--- src/rtl/tnoc_pkg.sv ---
// Shared NoC definitions: configuration record, port typing and port-index helpers.
package tnoc_pkg;

   localparam int TNOC_PORTS = 5;

   typedef logic [2:0] tnoc_port_index_t;

   typedef enum logic [2:0] {
      TNOC_LOCAL_PORT   = 3'd0,
      TNOC_X_PLUS_PORT  = 3'd1,
      TNOC_X_MINUS_PORT = 3'd2,
      TNOC_Y_PLUS_PORT  = 3'd3,
      TNOC_Y_MINUS_PORT = 3'd4
   } tnoc_port_type;

   typedef struct packed {
      int unsigned num_ports;
      int unsigned data_width;
   } tnoc_config;

   localparam tnoc_config TNOC_DEFAULT_CONFIG = '{num_ports: 32'd5, data_width: 32'd32};

   // Rotate a port index forward by one, wrapping 4 -> 0.
   function automatic tnoc_port_index_t tnoc_next_port(input tnoc_port_index_t idx);
      tnoc_port_index_t nxt;
      if (idx >= tnoc_port_index_t'(TNOC_PORTS - 1)) begin
         nxt = 3'd0;
      end else begin
         nxt = idx + 3'd1;
      end
      return nxt;
   endfunction

endpackage

--- src/rtl/tnoc_round_robin_select.sv ---
// Combinational round-robin pick: first requester at or after the pointer, modulo the port count.
module tnoc_round_robin_select
   import tnoc_pkg::*;
(
   input  logic [TNOC_PORTS-1:0] i_request,
   input  tnoc_port_index_t      i_ptr,
   output logic [TNOC_PORTS-1:0] o_select,
   output tnoc_port_index_t      o_index,
   output logic                  o_valid
);

   logic [3:0]       sum_s;
   tnoc_port_index_t cand_s;

   // Scan ports in order ptr, ptr+1, ... and keep the first hit.
   always_comb begin
      o_select = '0;
      o_index  = 3'd0;
      o_valid  = 1'b0;
      sum_s    = 4'd0;
      cand_s   = 3'd0;
      for (int off = 0; off < TNOC_PORTS; off++) begin
         sum_s = {1'b0, i_ptr} + 4'(off);
         if (sum_s >= 4'(TNOC_PORTS)) begin
            cand_s = 3'(sum_s - 4'(TNOC_PORTS));
         end else begin
            cand_s = sum_s[2:0];
         end
         if (!o_valid && i_request[cand_s]) begin
            o_valid          = 1'b1;
            o_index          = cand_s;
            o_select[cand_s] = 1'b1;
         end
      end
   end

endmodule

--- src/rtl/tnoc_output_arbiter.sv ---
// Packet-granular round-robin arbiter for one router output port; the grant is held
// from head flit to tail flit and re-arbitrated on the tail edge without a bubble.
module tnoc_output_arbiter
   import tnoc_pkg::*;
#(
   parameter tnoc_config    CONFIG    = TNOC_DEFAULT_CONFIG,
   parameter tnoc_port_type PORT_TYPE = TNOC_LOCAL_PORT,
   parameter int            ENTRIES   = 5
)(
   input  logic                  clk,
   input  logic                  rst,
   input  logic [TNOC_PORTS-1:0] i_request,
   input  logic                  i_output_free,
   input  logic                  i_tail,
   output logic [TNOC_PORTS-1:0] o_output_grant,
   output logic                  o_busy
);

   typedef enum logic {
      IDLE = 1'b0,
      BUSY = 1'b1
   } state_t;

   localparam bit CFG_OK = (ENTRIES == TNOC_PORTS) &&
                           (CONFIG.num_ports == 32'(ENTRIES)) &&
                           (int'(PORT_TYPE) < TNOC_PORTS);

   generate
      if (!CFG_OK) begin : g_bad_cfg
         $error("tnoc_output_arbiter: unsupported configuration");
      end
   endgenerate

   state_t                state_q, state_d;
   logic [TNOC_PORTS-1:0] grant_q, grant_d;
   tnoc_port_index_t      ptr_q, ptr_d;

   logic [TNOC_PORTS-1:0] sel_s;
   tnoc_port_index_t      sel_index_s;
   logic                  sel_valid_s;

   tnoc_round_robin_select u_select (
      .i_request (i_request),
      .i_ptr     (ptr_q),
      .o_select  (sel_s),
      .o_index   (sel_index_s),
      .o_valid   (sel_valid_s)
   );

   // Next-state logic: grant loads in IDLE or on tail acceptance, otherwise holds.
   always_comb begin
      state_d = state_q;
      grant_d = grant_q;
      ptr_d   = ptr_q;
      case (state_q)
         IDLE: begin
            if (sel_valid_s) begin
               state_d = BUSY;
               grant_d = sel_s;
               ptr_d   = tnoc_next_port(sel_index_s);
            end else begin
               state_d = IDLE;
            end
         end
         BUSY: begin
            // Requester drops mid-packet are deliberately ignored; only the tail releases.
            if (i_output_free && i_tail) begin
               if (sel_valid_s) begin
                  state_d = BUSY;
                  grant_d = sel_s;
                  ptr_d   = tnoc_next_port(sel_index_s);
               end else begin
                  state_d = IDLE;
                  grant_d = '0;
               end
            end else begin
               state_d = BUSY;
            end
         end
         default: begin
            state_d = IDLE;
            grant_d = '0;
            ptr_d   = 3'd0;
         end
      endcase
   end

   // State, grant and pointer registers.
   always_ff @(posedge clk or posedge rst) begin
      if (rst) begin
         state_q <= IDLE;
         grant_q <= '0;
         ptr_q   <= 3'd0;
      end else begin
         state_q <= state_d;
         grant_q <= grant_d;
         ptr_q   <= ptr_d;
      end
   end

   assign o_output_grant = grant_q;
   assign o_busy         = (state_q == BUSY);

endmodule

--- config.mk ---
export PLATFORM = sky130hd
export DESIGN_NAME = tnoc_output_arbiter
export DESIGN_NICKNAME = d
export VERILOG_FILES = /design/src/rtl/tnoc_pkg.sv /design/src/rtl/tnoc_round_robin_select.sv /design/src/rtl/tnoc_output_arbiter.sv
export SDC_FILE = /design/constraint.sdc
export NUM_CORES = 1
export LEC_CHECK = 0
export BUFFER_PORTS_ARGS = -buffer_cell sky130_fd_sc_hd__buf_4
export CELL_PAD_IN_SITES_DETAIL_PLACEMENT = 1
export CELL_PAD_IN_SITES_GLOBAL_PLACEMENT = 2
export CORE_MARGIN = 3
export CORE_UTILIZATION = 36
export CTS_CLUSTER_SIZE = 16
export DETAILED_ROUTE_END_ITERATION = 8
export GPL_TIMING_DRIVEN = 0
export PLACE_DENSITY_LB_ADDON = 0.1
export SETUP_SLACK_MARGIN = 0.3
export SYNTH_ARGS = -nofsm -noshare
export SYNTH_HDL_FRONTEND = slang
export SYNTH_SLANG_ARGS = --single-unit
export TNS_END_PERCENT = 1
--- constraint.sdc ---
create_clock -name clk -period 5.1 [get_ports clk]
set_clock_uncertainty 0.15 [all_clocks]
set_input_delay 0.51 -clock clk [delete_from_list [all_inputs] [get_ports clk]]
set_output_delay 0.51 -clock clk [all_outputs]
set_load 0.1 [all_outputs]
==> impl_metrics.yaml <==
status:
  status: "finished clean"
global_route:
  grt_pass1_vias: 2011
  grtUsageTotal: 0.231
  antenna_found_initial: 0
  overflow: 0
  grt_pass1_wl_um: 11300
  grt_max_degree: 11
timing:
  grt_setup_unrepaired: "false"
  setup_viol: 0
  maxSlewHeadroom: 0.603
  hold_viol_final: 0
  fmax_ghz: 0.217
  tightest_slew_ns: 0.595
  slew_violations: 0
  fin_crit_ns: 4.60
  post-route-period-util: 0.902
  setup_tns_ns: 0
placed_design:
  port_buffers: 12
  placed_cells: 328
  hpwlAfterDp_um: 5480
  gp_congestion: 0.855
  dpl_cell_area_sq_um: 2090
clock_tree:
  clockRootBuffer: "clkbuf_8"
  clock_latency_ns: 0.23
  cts.reportedPaths.clkPinSlew_ns: 0.04
  cts_tree: "built"
  numCtsBuffers: 3
  htreeDepth: 1
  clock-sinks: 9
  postCtsSetupRepairBufs: 0
  clock_path_buffers: 2
logic_synthesis:
  synth.distinct_cells: 67
  synth.most_common_cell: "nor2_1"
  synthAdderAreaFrac: 0.0757
  synthArstFlopShare: 1.00
  netlist_top_cells_area: "dfrtp_1 (12%), mux2i_1 (7.3%), ha_1 (6.5%)"
  ys_ff_latch: 9
  ys.flop_type: "dfrtp_1"
  syn-cell-area_sq_um: 1920
  synth_top_area_frac: 0.117
  muxShareOfSynthArea: 0.0927
  synth_compound_area_frac: 0.352
  avgSynthCellArea_sq_um: 7.70
  synthXorXnorAreaFrac: 0.0274
  synthesis.nets: 269
  synth_cells: 249
  ys_seq_area_frac: 0.117
  synth_top_area_cell: "dfrtp_1"
  synth_top_family_by_area: "compound AO/OA/AOI/OAI gates"
  yosysWarnings: 0
  synth-simple-area-share: 0.251
  synthTopCellsByCount: "nor2_1 (23), nand2_1 (21), mux2i_1 (14), o21ai_0 (12)"
  synth-edff-count: 0
setup_path:
  cp-end-kind: "flop"
  cp_top_family: "adder cells"
  cp-start-kind: "flop"
  cp.required_ns: 5.06
  criticalPathCategory: "flop to flop"
  path_cells: "buf_6 > clkinv_2 > ha_2 > inv_1 > fa_1 > clkbuf_1 > nand2b_1 > or2_2 > a21oi_1 > nor4_4 > or2_1 > buf_2 > mux2_2 > a21oi_1 > o21ai_0 > ha_1 > ha_1 > mux2_4"
  crit_path_top_delay_cell: "dfrtp_1"
  crit_buf_inv: 5
  cpPeakStageDelay_ns: 0.49
  cp_data_arrival_time_ns: 4.57
  crit_path_max_fanout: 10
layout:
  final_core_util: 0.447
  final.fill_count: 640
  layout.cells.non_filler: 332
  diodes: 0
  multiInputGateArea_sq_um: 1600
  design_area_sq_um: 2210
  drive_gt1_frac: 0.208
  regArea_sq_um: 225
  fin_nets: 286
  area_growth_pct: 15.2
detailed_routing:
  wirelength_um: 7020
  route.detailed.drc: 0
  detail-route-antenna-nets: 0
  vias: 2060
  via_per_inst: 6.20
  avgRoutedWirePerCell_um: 21.2
  drt_iter0_markers: 205
  first_pass_iters: 4
floorplanning:
  row_count: 25
  coreArea_sq_um: 4940
  dieArea_sq_um: 6240
  initial_core_util: 0.388
  io_pins: 15
  fp.dieW_um: 79.0
  die_h_um: 79.0
run:
  max-cap-violations: 0
min_path:
  min_path_type: "primary input to asynchronous set/reset pin"
[state kept, by name, indices dropped and copies added, names as in the netlist]
signal / flops
o_output_grant: 5
o_busy: 1
ptr_q: 3
[path summary, 6_finish.rpt]
kind / startpoint / endpoint / cells past startpoint / slack, ns
worst min-delay path: rst / ptr_q[1] / 2 / 0.1
min in group clk: o_output_grant[3] / o_output_grant[3] / 1 / 0.34
worst max register to register: ptr_q[0] / ptr_q[2] / 18 / 0.50
worst max-delay path: ptr_q[0] / ptr_q[2] / 18 / 0.50
worst min register to register: o_output_grant[3] / o_output_grant[3] / 1 / 0.34
max in group asynchronous: rst / o_output_grant[2] / 2 / 4.45
[placed cells by master, fill, tap and decap left out, types with 3 or more instances in the layout]
cell	count
a211oi_1	4
a211oi_2	3
a21oi_1	11
a22o_1	4
buf_2	7
buf_4	14
buf_6	4
clkbuf_1	5
clkbuf_8	3
dfrtp_1	9
ha_1	9
inv_1	11
mux2i_1	14
nand2_1	21
nand2b_1	4
nand3_1	5
nand4_1	4
nor2_1	22
nor2b_1	6
nor3_1	6
nor4_1	4
o211ai_1	3
o21ai_0	12
o22a_1	3
o22ai_1	3
o31ai_1	5
o32ai_1	3
or3_1	4
or4_1	3
xnor2_1	4
[per-layer routing]
layer / track usage / share of wire / vias to the layer above
met2: 0.374 / 0.47 / 57
met4: 0.0206 / 0.0036 / 0
li1: - / - / 987
met1: 0.336 / 0.46 / 1012
met5: 0 / 0 / -
met3: 0.0351 / 0.059 / 4
[layout make-up]
type / instances / area share
buffer: 18 / 0.0521
clock buffer: 4 / 0.0204
inverter: 13 / 0.0244
multi-input combinational: 209 / 0.722
sequential: 9 / 0.102
tap: 67 / 0.0380
timing repair buffer: 12 / 0.0408
[stage by stage]
step	hold slack, ns	setup WS [ns]
finish	0.0978	0.498
global route	0.126	0.295
CTS	0.108	0.348
detailed placement	0.336	0.0722
global placement	0.331	0.0587
floorplan	0.188	1.14
[logic make-up (layout without fill, tap and decap cells)]
logic type               count (synthesis)  count (layout)
flip-flops                               9               9
AND/OR/NAND/NOR                         92              92
XOR/XNOR                                 6               6
multiplexers                            17              17
buffers and inverters                   31              47
adder cells (fa/ha/maj)                 11              11
AO/OA/AOI/OAI                           83              83
[timing repair]
action | in CTS | in global routing
endpoints found under the setup margin | 2 | 2
hold buffers | 0 | 0
pin swaps | 0 | 0
gates resized for setup | 4 | 11
Power is not shown: default switching activity piles up to over one toggle a cycle in this logic, so the estimate is an artifact.
